--- src/rtl/gzip_ctrl_regs.sv ---
// gzip_ctrl_regs: control/status register bank and interrupt logic for NUM_CH Deflate cores.
// Optional per-channel JOB_COUNT statistics are built when GZIP_CTRL_STATS_EN is defined.
module gzip_ctrl_regs #(
  parameter int unsigned NUM_CH     = 2,
  parameter int unsigned ADDR_WIDTH = 8,
  parameter logic [31:0] DEVICE_ID  = 32'h000000B9,
  parameter int unsigned RST_CYCLES = 4
) (
  input  logic                  clk,
  input  logic                  rst,
  input  logic                  ip_wen,
  input  logic                  ip_ren,
  input  logic [ADDR_WIDTH-1:0] ip_addr,
  input  logic [3:0]            ip_wstrb,
  input  logic [31:0]           ip_wdata,
  output logic                  ip_wack,
  output logic                  ip_rack,
  output logic [31:0]           ip_rdata,
  output logic                  ip_error,
  output logic [NUM_CH-1:0]     core_rst_n,
  output logic [2*NUM_CH-1:0]   core_btype,
  input  logic [96*NUM_CH-1:0]  core_debug,
  output logic                  irq
);
  localparam int unsigned BLK_W    = ADDR_WIDTH - 5;
  localparam logic [3:0]  RST_LOAD = 4'(RST_CYCLES);

  logic [BLK_W-1:0]  blk;
  logic [2:0]        off;
  logic              is_glb;
  logic              mapped;
  logic [NUM_CH-1:0] ch_hit;

  logic [NUM_CH-1:0] run_q, run_d;
  logic [1:0]        btype_q [NUM_CH];
  logic [1:0]        btype_d [NUM_CH];
  logic [3:0]        srst_cnt_q [NUM_CH];
  logic [3:0]        srst_cnt_d [NUM_CH];
  logic [NUM_CH-1:0] srst_active;
  logic [NUM_CH-1:0] done_q, done_d, done_prev_q, done_prev_d;
  logic [NUM_CH-1:0] done_rise;
  logic [NUM_CH-1:0] irq_status_q, irq_status_d, irq_enable_q, irq_enable_d, irq_clr;
  logic              irq_q, irq_d;
  logic              wack_q, wack_d, rack_q, rack_d, error_q, error_d;
  logic [31:0]       rdata_q, rdata_d;

  logic              sel_run, sel_active;
  logic [1:0]        sel_btype, bt_new;
  logic [95:0]       sel_dbg;
  logic [31:0]       sel_job;
  logic [31:0]       rd_val;
  logic              wr_err, wr_ok;
  logic              unused_bits;

  assign unused_bits = ^{ip_addr[1:0], ip_wstrb[3:1], ip_wdata, core_debug};

  // Word address splits into a 8-word block (0 = global, c+1 = channel c) and an offset.
  assign blk = ip_addr[ADDR_WIDTH-1:5];
  assign off = ip_addr[4:2];

  always_comb begin
    is_glb = (blk == '0) && !off[2];
    ch_hit = '0;
    for (int c = 0; c < NUM_CH; c++) ch_hit[c] = (blk == BLK_W'(c + 1));
  end
  assign mapped = is_glb | (|ch_hit);

  always_comb begin
    core_btype = '0;
    for (int c = 0; c < NUM_CH; c++) begin
      srst_active[c]       = (srst_cnt_q[c] != 4'd0);
      core_rst_n[c]        = run_q[c] & ~srst_active[c];
      core_btype[2*c +: 2] = btype_q[c];
    end
  end

`ifdef GZIP_CTRL_STATS_EN
  logic [31:0] job_cnt_q [NUM_CH];
  logic [31:0] job_cnt_d [NUM_CH];

  // A clear on the same cycle as an increment leaves the counter at zero.
  always_comb begin
    for (int c = 0; c < NUM_CH; c++) begin
      job_cnt_d[c] = job_cnt_q[c];
      if (done_rise[c] && (job_cnt_q[c] != 32'hFFFF_FFFF)) job_cnt_d[c] = job_cnt_q[c] + 32'd1;
      if (ip_wen && ch_hit[c] && (off == 3'd6)) job_cnt_d[c] = '0;
    end
  end

  always_ff @(posedge clk) begin
    for (int c = 0; c < NUM_CH; c++) job_cnt_q[c] <= rst ? 32'd0 : job_cnt_d[c];
  end
`endif

  always_comb begin
    sel_run    = 1'b0;
    sel_active = 1'b0;
    sel_btype  = 2'd0;
    sel_dbg    = '0;
    sel_job    = '0;
    for (int c = 0; c < NUM_CH; c++) begin
      if (ch_hit[c]) begin
        sel_run    = run_q[c];
        sel_active = srst_active[c];
        sel_btype  = btype_q[c];
        sel_dbg    = core_debug[96*c +: 96];
`ifdef GZIP_CTRL_STATS_EN
        sel_job    = job_cnt_q[c];
`endif
      end
    end
  end

  always_comb begin
    rd_val = '0;
    if (is_glb) begin
      case (off[1:0])
        2'd0:    rd_val = DEVICE_ID;
        2'd1:    rd_val = 32'(NUM_CH);
        2'd2:    rd_val = 32'(irq_status_q);
        default: rd_val = 32'(irq_enable_q);
      endcase
    end else begin
      case (off)
        3'd0:    rd_val = {30'd0, sel_active, sel_run};
        3'd1:    rd_val = {30'd0, sel_btype};
        3'd2:    rd_val = {29'd0, sel_dbg[2:0]};
        3'd3:    rd_val = sel_dbg[39:8];
        3'd4:    rd_val = sel_dbg[71:40];
        3'd5:    rd_val = {8'd0, sel_dbg[95:72]};
        3'd6:    rd_val = sel_job;
        default: rd_val = '0;
      endcase
    end
  end

  // BTYPE guard checks the value the register would hold after strobe merging.
  assign bt_new = ip_wstrb[0] ? ip_wdata[1:0] : sel_btype;

  always_comb begin
    wr_err = 1'b0;
    if (!mapped) begin
      wr_err = 1'b1;
    end else if (is_glb) begin
      wr_err = !off[1];
    end else begin
      case (off)
        3'd1:                      wr_err = sel_run | (bt_new == 2'b11);
        3'd2, 3'd3, 3'd4, 3'd5:    wr_err = 1'b1;
        default:                   wr_err = 1'b0;
      endcase
    end
  end
  assign wr_ok = ip_wen & ~wr_err;

  always_comb begin
    irq_clr      = '0;
    irq_enable_d = irq_enable_q;
    if (wr_ok && is_glb && ip_wstrb[0]) begin
      if (off[1:0] == 2'd2) irq_clr      = ip_wdata[NUM_CH-1:0];
      if (off[1:0] == 2'd3) irq_enable_d = ip_wdata[NUM_CH-1:0];
    end

    run_d       = run_q;
    done_d      = '0;
    done_prev_d = done_q;
    done_rise   = '0;
    for (int c = 0; c < NUM_CH; c++) begin
      btype_d[c]    = btype_q[c];
      srst_cnt_d[c] = srst_active[c] ? (srst_cnt_q[c] - 4'd1) : 4'd0;
      done_d[c]     = core_debug[96*c];
      done_rise[c]  = done_q[c] & ~done_prev_q[c] & core_rst_n[c];
      if (wr_ok && ch_hit[c] && ip_wstrb[0]) begin
        if (off == 3'd0) begin
          run_d[c] = ip_wdata[0];
          if (ip_wdata[1]) srst_cnt_d[c] = RST_LOAD;
        end
        if (off == 3'd1) btype_d[c] = ip_wdata[1:0];
      end
    end

    // Set wins over a simultaneous W1C of the same bit.
    irq_status_d = (irq_status_q & ~irq_clr) | done_rise;
    irq_d        = |(irq_status_q & irq_enable_q);

    wack_d  = ip_wen;
    rack_d  = ip_ren;
    rdata_d = (ip_ren && mapped) ? rd_val : 32'd0;
    error_d = (ip_ren & ~mapped) | (ip_wen & wr_err);
  end

  always_ff @(posedge clk) begin
    if (rst) begin
      run_q        <= '0;
      done_q       <= '0;
      done_prev_q  <= '0;
      irq_status_q <= '0;
      irq_enable_q <= '0;
      irq_q        <= 1'b0;
      wack_q       <= 1'b0;
      rack_q       <= 1'b0;
      error_q      <= 1'b0;
      rdata_q      <= '0;
      for (int c = 0; c < NUM_CH; c++) begin
        btype_q[c]    <= 2'd0;
        srst_cnt_q[c] <= 4'd0;
      end
    end else begin
      run_q        <= run_d;
      done_q       <= done_d;
      done_prev_q  <= done_prev_d;
      irq_status_q <= irq_status_d;
      irq_enable_q <= irq_enable_d;
      irq_q        <= irq_d;
      wack_q       <= wack_d;
      rack_q       <= rack_d;
      error_q      <= error_d;
      rdata_q      <= rdata_d;
      for (int c = 0; c < NUM_CH; c++) begin
        btype_q[c]    <= btype_d[c];
        srst_cnt_q[c] <= srst_cnt_d[c];
      end
    end
  end

  assign ip_wack  = wack_q;
  assign ip_rack  = rack_q;
  assign ip_rdata = rdata_q;
  assign ip_error = error_q;
  assign irq      = irq_q;

endmodule
--- config.mk ---
export PLATFORM = sky130hd
export DESIGN_NAME = gzip_ctrl_regs
export DESIGN_NICKNAME = d
export VERILOG_FILES = /design/src/rtl/gzip_ctrl_regs.sv
export SDC_FILE = /design/constraint.sdc
export NUM_CORES = 1
export LEC_CHECK = 0
export ABC_CLOCK_PERIOD_IN_PS = 2000
export BUFFER_PORTS_ARGS = -buffer_cell sky130_fd_sc_hd__buf_2
export CAP_MARGIN = 10
export CELL_PAD_IN_SITES_DETAIL_PLACEMENT = 0
export CELL_PAD_IN_SITES_GLOBAL_PLACEMENT = 1
export CORE_MARGIN = 1.5
export CORE_UTILIZATION = 24
export CTS_BUF_LIST = sky130_fd_sc_hd__clkbuf_8 sky130_fd_sc_hd__clkbuf_16
export CTS_CLUSTER_DIAMETER = 100
export CTS_CLUSTER_SIZE = 30
export DETAILED_ROUTE_END_ITERATION = 8
export GPL_TIMING_DRIVEN = 0
export PLACE_DENSITY = 0.76
export SLEW_MARGIN = 25
export SYNTH_ARGS = -nofsm -noshare
export SYNTH_HDL_FRONTEND = slang
export SYNTH_SLANG_ARGS = --single-unit
--- constraint.sdc ---
create_clock -name clk -period 2 [get_ports clk]
set_clock_uncertainty 0.2 [all_clocks]
set_input_delay 0.4 -clock clk [delete_from_list [all_inputs] [get_ports clk]]
set_output_delay 0.4 -clock clk [all_outputs]
set_load 0.02 [all_outputs]
### Word level (Yosys, flattened, before mapping)

Memory sizes are Yosys's and may differ from the RTL's.
Index checks and enable logic that the tools add are counted.

| storage, ports and cells | value |
|---|---|
| register bits | 46 |
| bits in writable memories | 12 |
| bits of input ports | 240 |
| output and inout bits | 42 |
| memories | 2 |

| cells by class | value |
|---|---|
| add/subtract/negate cells | 2 |
| eq/ne operators | 11 |
| mux-type cells | 36 |
| bitwise gates (word level) | 27 |
| reduce and logical (&&, ||, !) cells | 22 |

Memory list:

| memory | depth | width | read ports | clocked after Yosys merged registers in | wr ports | line | source |
|---|---|---|---|---|---|---|---|
| srst_cnt_q | 2 | 4 | 2 | 0 | 2 | 37 | `logic [3:0] srst_cnt_q [NUM_CH];` |
| btype_q | 2 | 2 | 2 | 0 | 2 | 35 | `logic [1:0] btype_q [NUM_CH];` |

Operators by type and width:

| operator | number |
|---|---|
| $mux W96 | 2 |
| $pmux W32 S6 | 1 |
| $mux W4 | 10 |
| $mux W32 | 1 |
| $pmux W8 S3 | 1 |
| $mux W2 | 11 |
| $and A1 B1 Y1 | 9 |
| $eq A3 B2 Y1 const B | 3 |
| $mux W1 | 9 |
| $logic_and A1 B1 Y1 | 8 |
| $reduce_bool A4 Y1 | 2 |
| $sub A4 B1 Y4 const B | 2 |
| $not A1 Y1 | 7 |
| $or A1 B1 Y1 | 7 |
| $eq A2 B2 Y1 const B | 3 |
| $eq A3 B1 Y1 const B | 2 |
| $eq A3 B3 Y1 const B | 2 |
| $logic_not A3 Y1 | 2 |
| $reduce_and A2 Y1 | 3 |
| $reduce_or A2 Y1 | 3 |
| $and A2 B2 Y2 | 2 |
| $reduce_or A4 Y1 | 1 |
| $eq A2 B1 Y1 const B | 1 |
| $logic_not A1 Y1 | 2 |
| 4 further kinds | 4 |

### Logic depth before layout (Yosys ltp)

Gate-level depths: netlist of run 1.

| logic depth | value |
|---|---|
| word-level depth | 17 |
| mapped depth | 9 |
| gate-level depth less buffers | 6 |

### Least setup slack after synthesis of run 1

No wires, ideal clock.

| timing path | value |
|---|---|
| kind | in2reg |
| start point | input port ip_addr[5] |
| end point | register rdata_q[0], in the netlist ip_rdata[0] |
| library setup time | 0.079 ns |
| data arrival time | 1.731 ns |
| required time | 1.721 ns |
| path slack | -0.010 ns |
| cell stages on the path | 7 |
| path buffers | 2 |
| cell sequence | buf_4 > and2b_4 > o211ai_4 > a21o_1 > buf_6 > or4_1 > o211ai_1 |

| on the way | value |
|---|---|
| word-level cells in the longest chain between the ends | 6 |
| elaborated cells on any way between the ends | 17 |

RTL lines:

| item | line | source |
|---|---|---|
| from (decl) | 13 | `input logic [ADDR_WIDTH-1:0] ip_addr,` |
| branches (longest 6 deep; another with $mux W96) | - |  |
| to (signal assigned) | 218 | `rdata_q <= rdata_d;` |
| to (decl) | 45 | `logic [31:0] rdata_q, rdata_d;` |

Several ways; the timed one is not identified.
A chain may end at the register's enable or synchronous reset.

==> flow_summary.toml, run 1 <==
[timing]
post-route-period-util_pct = 98.0
drv_slew = 0
slew_headroom_pct = 60.9
finalSetupTns_ps = 0
finalSetupViolCount = 0
hold_viol = 0
fin_crit_ps = 1960
worst_slew_pin_slew_ps = 587
clock.fmax_ghz = 0.510

[placement]
dp_hpwl_um = 13100
gp_congestion = 0.874
port_buffers = 233

[worst_setup_path]
cp.arrival_ps = 1360
worstPathCellList = "nor4_4, and2_4, buf_2"
cp_num_buf_inv = 1
critPathKind = "reg2out"
start_kind = "flop"
path_depth = 3
crit_required_ps = 1400
cp_max_fo = 6
cpMaxStageDelayCell = "dfxtp_1"
path_delay_family = "simple AND/OR/NAND/NOR gates"
cpPeakStageDelay_ps = 370
cp-end-kind = "primary output"
rr_worst_depth = 5

[route]
ant_nets = 0
drt_iter0_drc = 196
drt_pre_antenna_iters = 5
wl_per_cell_um = 19.5
wirelength_um = 16400
num_vias = 4349
via_per_inst = 5.17
route.detailed.drc = 0

[clock_network]
clkTransAtPathRegs_ps = 50
clock-root-buffer = "clkbuf_16"
cts_buffers = 9
cts_tree = "done"
cts_max_level = 3
cts.sinks = 58
clockBufferDepth = 2
worstSkewPairLatency_ps = 330

[power_and_ir_drop]
net-switching-power_w = 0.000859
combPwrFrac_pct = 17.9
seqPwrFrac_pct = 35.2
powerDensity_mw_per_mm2 = 616
power_w = 0.00332
p_int_w = 0.00246
swShare_pct = 25.9
p_clk_share_pct = 46.9
p_leak_nw = 2.47
ir_drop_mv = 0.422

[floorplanning]
rows = 44
initial_core_util_pct = 24.7
fp.dieW_um = 125
ios = 282
fp.dieArea_mm2 = 0.0157
core-area_mm2 = 0.0146
die_height_um = 125

[synth]
synth_nets = 650
synth_adder_area_share_pct = 0
yosysSeqAreaShare_pct = 32.2
yosysWarnings = 0
synth-xor-area-share_pct = 0
avgSynthCellArea_um2 = 8.78
synth_top_family_by_area = "compound AO/OA/AOI/OAI gates"
synth-compound-area-share_pct = 32.1
syn-cell-area_mm2 = 0.00360
synthFlopType = "dfxtp_1"
synthArstFlopShare_pct = 0
ys_seq_elements = 58
synthMuxAreaShare_pct = 13.9
netlist_instances = 410
synth_edf_count = 0
synth_cell_type_count = 50
synthSimpleGateAreaFrac_pct = 15.7

[global_routing]
grt_max_degree = 11
grt_pass1_vias = 4597
overflow = 0
grt_pass1_wl_um = 24800
grt_usage_pct = 20.3
antenna_found_initial = 2

[layout]
nets = 893
drive_gt1_share_pct = 45.3
areaGrowthSynthToFinish_pct = 49.4

[hold_path]
whs_path_depth = 2
worstHoldPathType = "in2reg"

[status]
status = "finished, final reports clean"

[flow_run]
drv_cap = 0
[stage by stage]
step | hold slack (ps) | utilization (%) | cell area, µm² | setup WS (ps) | cells
after floorplan | 244 | - | 3600 | 28.2 | 410
after global placement | 253 | 34.3 | 5000 | -685 | 827
after CTS | 111 | 36.6 | 5350 | 1.00 | 840
after global routing | 124 | 36.9 | 5380 | -31.1 | 841
after detailed placement | 267 | 34.3 | 5000 | -693 | 827
final | 119 | 36.9 | 5380 | 39.8 | 841
[power by group through the flow]
stage	Clock [W]	Sequential, W	Combinational (W)
2_1_floorplan	0	0.00120	0.000269
3_3_place_gp	0	0.00119	0.000573
5_1_grt	0.00165	0.00117	0.000644
4_1_cts	0.00159	0.00117	0.000591
6_report	0.00155	0.00117	0.000593
3_5_place_dp	0	0.00119	0.000583
[synthesized netlist by cell type (2+ instances only)]
library cell  number  area [µm²]
nand2b_1          12        75.1
nand3_1            3        15.0
buf_1              3        11.3
and3b_1            3        26.3
nand4_1            3        18.8
nor2_1            40         150
a31oi_1            3        18.8
and2_1             4        25.0
nor4_1             4        25.0
a21oi_1           10        50.1
a22oi_1           48         360
nand3b_1           2        15.0
clkbuf_1          22        82.6
o2bb2ai_1         42         368
or4_1              3        22.5
or2_2              3        18.8
o41ai_1            2        17.5
nor2b_1            7        43.8
buf_6              2        22.5
o31ai_1            4        30.0
o32a_1             9        90.1
or3_1              3        18.8
dfxtp_1           58        1160
buf_2             11        55.1
a221oi_1           3        26.3
buf_4              2        15.0
nor3_1             6        30.0
inv_2              2        7.51
inv_1              5        18.8
a2111oi_0          3        26.3
o21ai_0            9        45.0
nand2_1           12        45.0
mux2i_1           50         500
[layout by cell type, fill, tap and decap left out, drive strengths merged, types with 4 or more instances in the layout]
cell and instances:
buf 250, nor2 40, a21oi 10, nor3 6, inv 7, a22oi 48, mux2i 50, nor4 4
o2bb2ai 42, dfxtp 58, clkbuf 34, o21ai 9, o31ai 4, o32a 9, nand2 12, nor2b 7
and2 4, nand2b 12
[worst reg2reg max path, cell delays in order, from the launching register on]
cell     delay (ps)
dfxtp_1         370
or4_1           560
a32oi_1         240
o41ai_1          90
nor3_1          220
o22ai_1         140
[area by class of cell]
cell class	count	area, µm²
Fill cell	1555	9210
Timing Repair Buffer	234	1170
Tap cell	184	230
Clock buffer	11	253
Sequential cell	58	1160
Clock inverter	3	40.0
Antenna cell	1	2.50
Inverter	7	26.3
Multi-Input combinational cell	304	2280
Buffer	39	215
[sequential cells by signal, indices dropped and copies added, names as in the netlist, 2 cells and up]
signal / cells
btype_q: 4
done_prev_d: 2
irq_status_q: 2
srst_cnt_q: 8
ip_rdata: 32
irq_enable_q: 2
run_q: 2
done_prev_q: 2
[logic make-up after synthesis]
group | Yosys count
DFF | 58
and+or+nand+nor | 109
AOI/OAI and AO/OA | 145
muxes | 50
buffers and inverters | 48
[timing repair]
item,in CTS,in global routing
setup endpoints to repair,36,27
buffers inserted,0,1
gates resized for setup,22,16
gates cloned,0,0
hold buffers,0,0
pin swaps,1,2
[routing by layer]
layer	vias up	track usage (%)	wire length, µm
met5	-	0	12
met1	2028	22.9	6480
met4	2	8.62	503
li1	2068	-	-
met3	32	4.84	1160
met2	219	36.4	8220
[worst paths after layout]
| path | from | slack, ps | to |
|---|---|---|---|
| setup reg to reg | srst_cnt_q[0][1]$_SDFF_PP0_ | 40 | ip_rdata[1]$_SDFF_PP0_ |
| hold / removal | core_debug[0] | 120 | done_prev_d[0]$_SDFF_PP0_ |
| setup / recovery | srst_cnt_q[0][1]$_SDFF_PP0_ | 40 | core_rst_n[0] |
| hold reg to reg | done_prev_d[1]$_SDFF_PP0_ | 270 | done_prev_q[1]$_SDFF_PP0_ |
No activity file was read; power rests on OpenSTA's default activity.
==> run 2, diff against run 1 <==
==> config.mk (replaced) <==
export PLATFORM = sky130hd
export DESIGN_NAME = gzip_ctrl_regs
export DESIGN_NICKNAME = d
export VERILOG_FILES = /design/src/rtl/gzip_ctrl_regs.sv
export SDC_FILE = /design/constraint.sdc
export NUM_CORES = 1
export LEC_CHECK = 0
export ABC_CLOCK_PERIOD_IN_PS = 1830
export CAP_MARGIN = 10
export CELL_PAD_IN_SITES_DETAIL_PLACEMENT = 0
export CELL_PAD_IN_SITES_GLOBAL_PLACEMENT = 1
export CORE_AREA = 2 2 110 112
export CTS_BUF_LIST = sky130_fd_sc_hd__clkbuf_8 sky130_fd_sc_hd__clkbuf_16
export CTS_CLUSTER_DIAMETER = 100
export CTS_CLUSTER_SIZE = 30
export DETAILED_ROUTE_END_ITERATION = 8
export DIE_AREA = 0 0 112 114
export DONT_BUFFER_PORTS = 1
export GPL_TIMING_DRIVEN = 0
export PLACE_DENSITY = 0.61
export SLEW_MARGIN = 25
export SYNTH_ARGS = -nofsm -noshare
export SYNTH_HDL_FRONTEND = slang
export SYNTH_SLANG_ARGS = --single-unit
==> constraint.sdc (replaced) <==
create_clock -name clk -period 1.83 [get_ports clk]
set_clock_uncertainty 0.2 [all_clocks]
set_input_delay 0.366 -clock clk [delete_from_list [all_inputs] [get_ports clk]]
set_output_delay 0.366 -clock clk [all_outputs]
set_load 0.02 [all_outputs]
==> run 2 against run 1 <==
Compared with the run above:
- the run now ends with setup timing left
- sequential share of layout area is 5.6 points higher
- combinational power down 27%
- first-iteration DRC count up 1.5%
- non-clock buffer count fell by 227
- power is 1.6% lower
- via count fell by 20%
- register-to-register slack worse by 50 ps
- worst hold slack got worse by 110 ps
- sequential cell count did not move
- die area down 19%
- largest power group unchanged
==> flow_summary.toml, run 2 (same netlist as run 1, synthesis figures left out) <==
[layout]
final_common_cell = "dfxtp_1"
regArea_mm2 = 0.00117
design_area_mm2 = 0.00431
nets = 666
largest_reg_flops = 32
fill_cells = 1225
drive_gt1_share_pct = 19.1
areaGrowthSynthToFinish_pct = 19.7
final_core_util_pct = 36.8
multiInputGateArea_mm2 = 0.00235
antenna_cells = 0
instances_no_fill = 577
final_cell_mix = "dfxtp_1, mux2i_1, a22oi_1"

[clock_network]
clockBufferDepth = 2
clock-root-buffer = "clkbuf_16"
clkTransAtPathRegs_ps = 50
worstSkewPairLatency_ps = 330
cts_buffers = 9
cts_tree = "done"
cts_max_level = 3
cts.sinks = 58

[timing]
slew_headroom_pct = 69.3
fin_crit_ps = 1840
drv_slew = 0
setup_ws_ps = -11.2
hold_viol = 0
finalSetupViolCount = 1
worst_slew_pin_slew_ps = 461
post-route-period-util_pct = 101
clock.fmax_ghz = 0.543
hold-worst-slack_ps = 6.78
rsz0062_at_grt = "yes"

[power_and_ir_drop]
powerDensity_mw_per_mm2 = 757
ir_drop_mv = 0.571
power_w = 0.00326
p_leak_nw = 1.54

[hold_path]
worstHoldPathType = "in2reg"
hold_end = "ip_wack$_SDFF_PP0_"
min_from = "ip_wen"
whs_path_depth = 2

[floorplanning]
die_height_um = 114
rows = 40
fp.dieArea_mm2 = 0.0128
initial_core_util_pct = 30.7
core-area_mm2 = 0.0117
ios = 282
fp.dieW_um = 112

[worst_setup_path]
start_kind = "flop"
rr_worst_depth = 5
cp_max_fo = 5
regToRegStartpoint = "srst_cnt_q[0][0]$_SDFF_PP0_"
critPathKind = "reg2reg"
cp.arrival_ps = 1850
regToRegSetupSlack_ps = -10
worstPathCellList = "or4_4, a32oi_2, o41ai_1, nor3_1, o22ai_1"
cp_num_buf_inv = 0
cpPeakStageDelay_ps = 540
path_delay_family = "simple AND/OR/NAND/NOR gates"
timing.rr.end = "ip_rdata[1]$_SDFF_PP0_"
cp-end-kind = "flop"
cpMaxStageDelayCell = "or4_4"
crit_required_ps = 1840

[route]
route.detailed.drc = 0
wl_per_cell_um = 25.1
via_per_inst = 6.06
wirelength_um = 14500
drt_iter0_drc = 199
ant_nets = 0
num_vias = 3495
drt_pre_antenna_iters = 4

[placement]
place_area_mm2 = 0.00381
gp_congestion = 0.819
dp_hpwl_um = 11200
port_buffers = 0
dp.cells = 557

[global_routing]
grt_pass1_wl_um = 21200
grt_max_degree = 11
overflow = 0
antenna_found_initial = 0
grt_usage_pct = 22.1
grt_pass1_vias = 3532

[flow_run]
drv_cap = 0

[status]
status = "finished with violations"
violations = "setup timing"
run 2: changes by cell type in the layout (fill, tap and decap cells not counted), moves of 3 or more:
cell | before | now
buf_2 | 242 | 7
buf_6 | 2 | 5
clkbuf_1 | 10 | 6
clkbuf_2 | 10 | 14
dfxtp_1 | 55 | 52
dlygate4sd3_1 | 0 | 5
run 2: layout make-up:
cell class | count | area share [%]
repair buffers | 7 | 1.51
well taps | 147 | 4.27
inverters | 7 | 0.609
plain buffers | 39 | 5.66
clock buffers | 11 | 5.86
flip-flops and latches | 58 | 27.2
clock inverters | 4 | 0.435
multi-input cells | 304 | 54.4
run 2: metrics by stage:
| stage | TNS [ps] | worst slack [ps] |
|---|---|---|
| after floorplan | -245 | -65.4 |
| after global placement | -21270 | -762 |
| after detailed placement | -22120 | -821 |
| after CTS | 0 | 2.25 |
| after global routing | -89.8 | -41.0 |
| final | -11.2 | -11.2 |
run 2: report_power, final:
group	switching, W	total [W]	internal (W)
registers	0.0000120	0.00128	0.00127
logic	0.000257	0.000431	0.000174
clock network	0.000581	0.00155	0.000968
total	0.000850	0.00326	0.00241
run 2: worst max path at each step:
stage / slack [ps] / startpoint / end / cells after the start
4_1_cts: 2 / srst_cnt_q[0][4]$_SDFF_PP0_ / ip_rdata[1]$_SDFF_PP0_ / 5
3_3_place_gp: -760 / ip_addr[4] / ip_rdata[3]$_SDFF_PP0_ / 7
5_1_grt: -40 / srst_cnt_q[0][0]$_SDFF_PP0_ / ip_rdata[1]$_SDFF_PP0_ / 5
3_5_place_dp: -820 / ip_addr[4] / ip_rdata[3]$_SDFF_PP0_ / 7
6_report: -10 / srst_cnt_q[0][0]$_SDFF_PP0_ / ip_rdata[1]$_SDFF_PP0_ / 5
2_1_floorplan: -70 / ip_addr[5] / ip_rdata[0]$_SDFF_PP0_ / 7
run 2: what timing repair did:
item / in CTS / in global routing
endpoints found under the setup margin: 42 / 21
pin swaps: 5 / 7
setup buffers: 1 / 1
hold buffers: 5 / 0
hold endpoints to repair: 9 / 0
gates resized for setup: 30 / 26
run 2: routing by layer:
layer	track usage, %	vias to the layer above	share of wire [%]
met3	6.80	27	7.2
met5	0	-	0
met1	24.4	1682	38
met2	39.4	174	52
met4	9.92	0	3.1
li1	-	1612	-
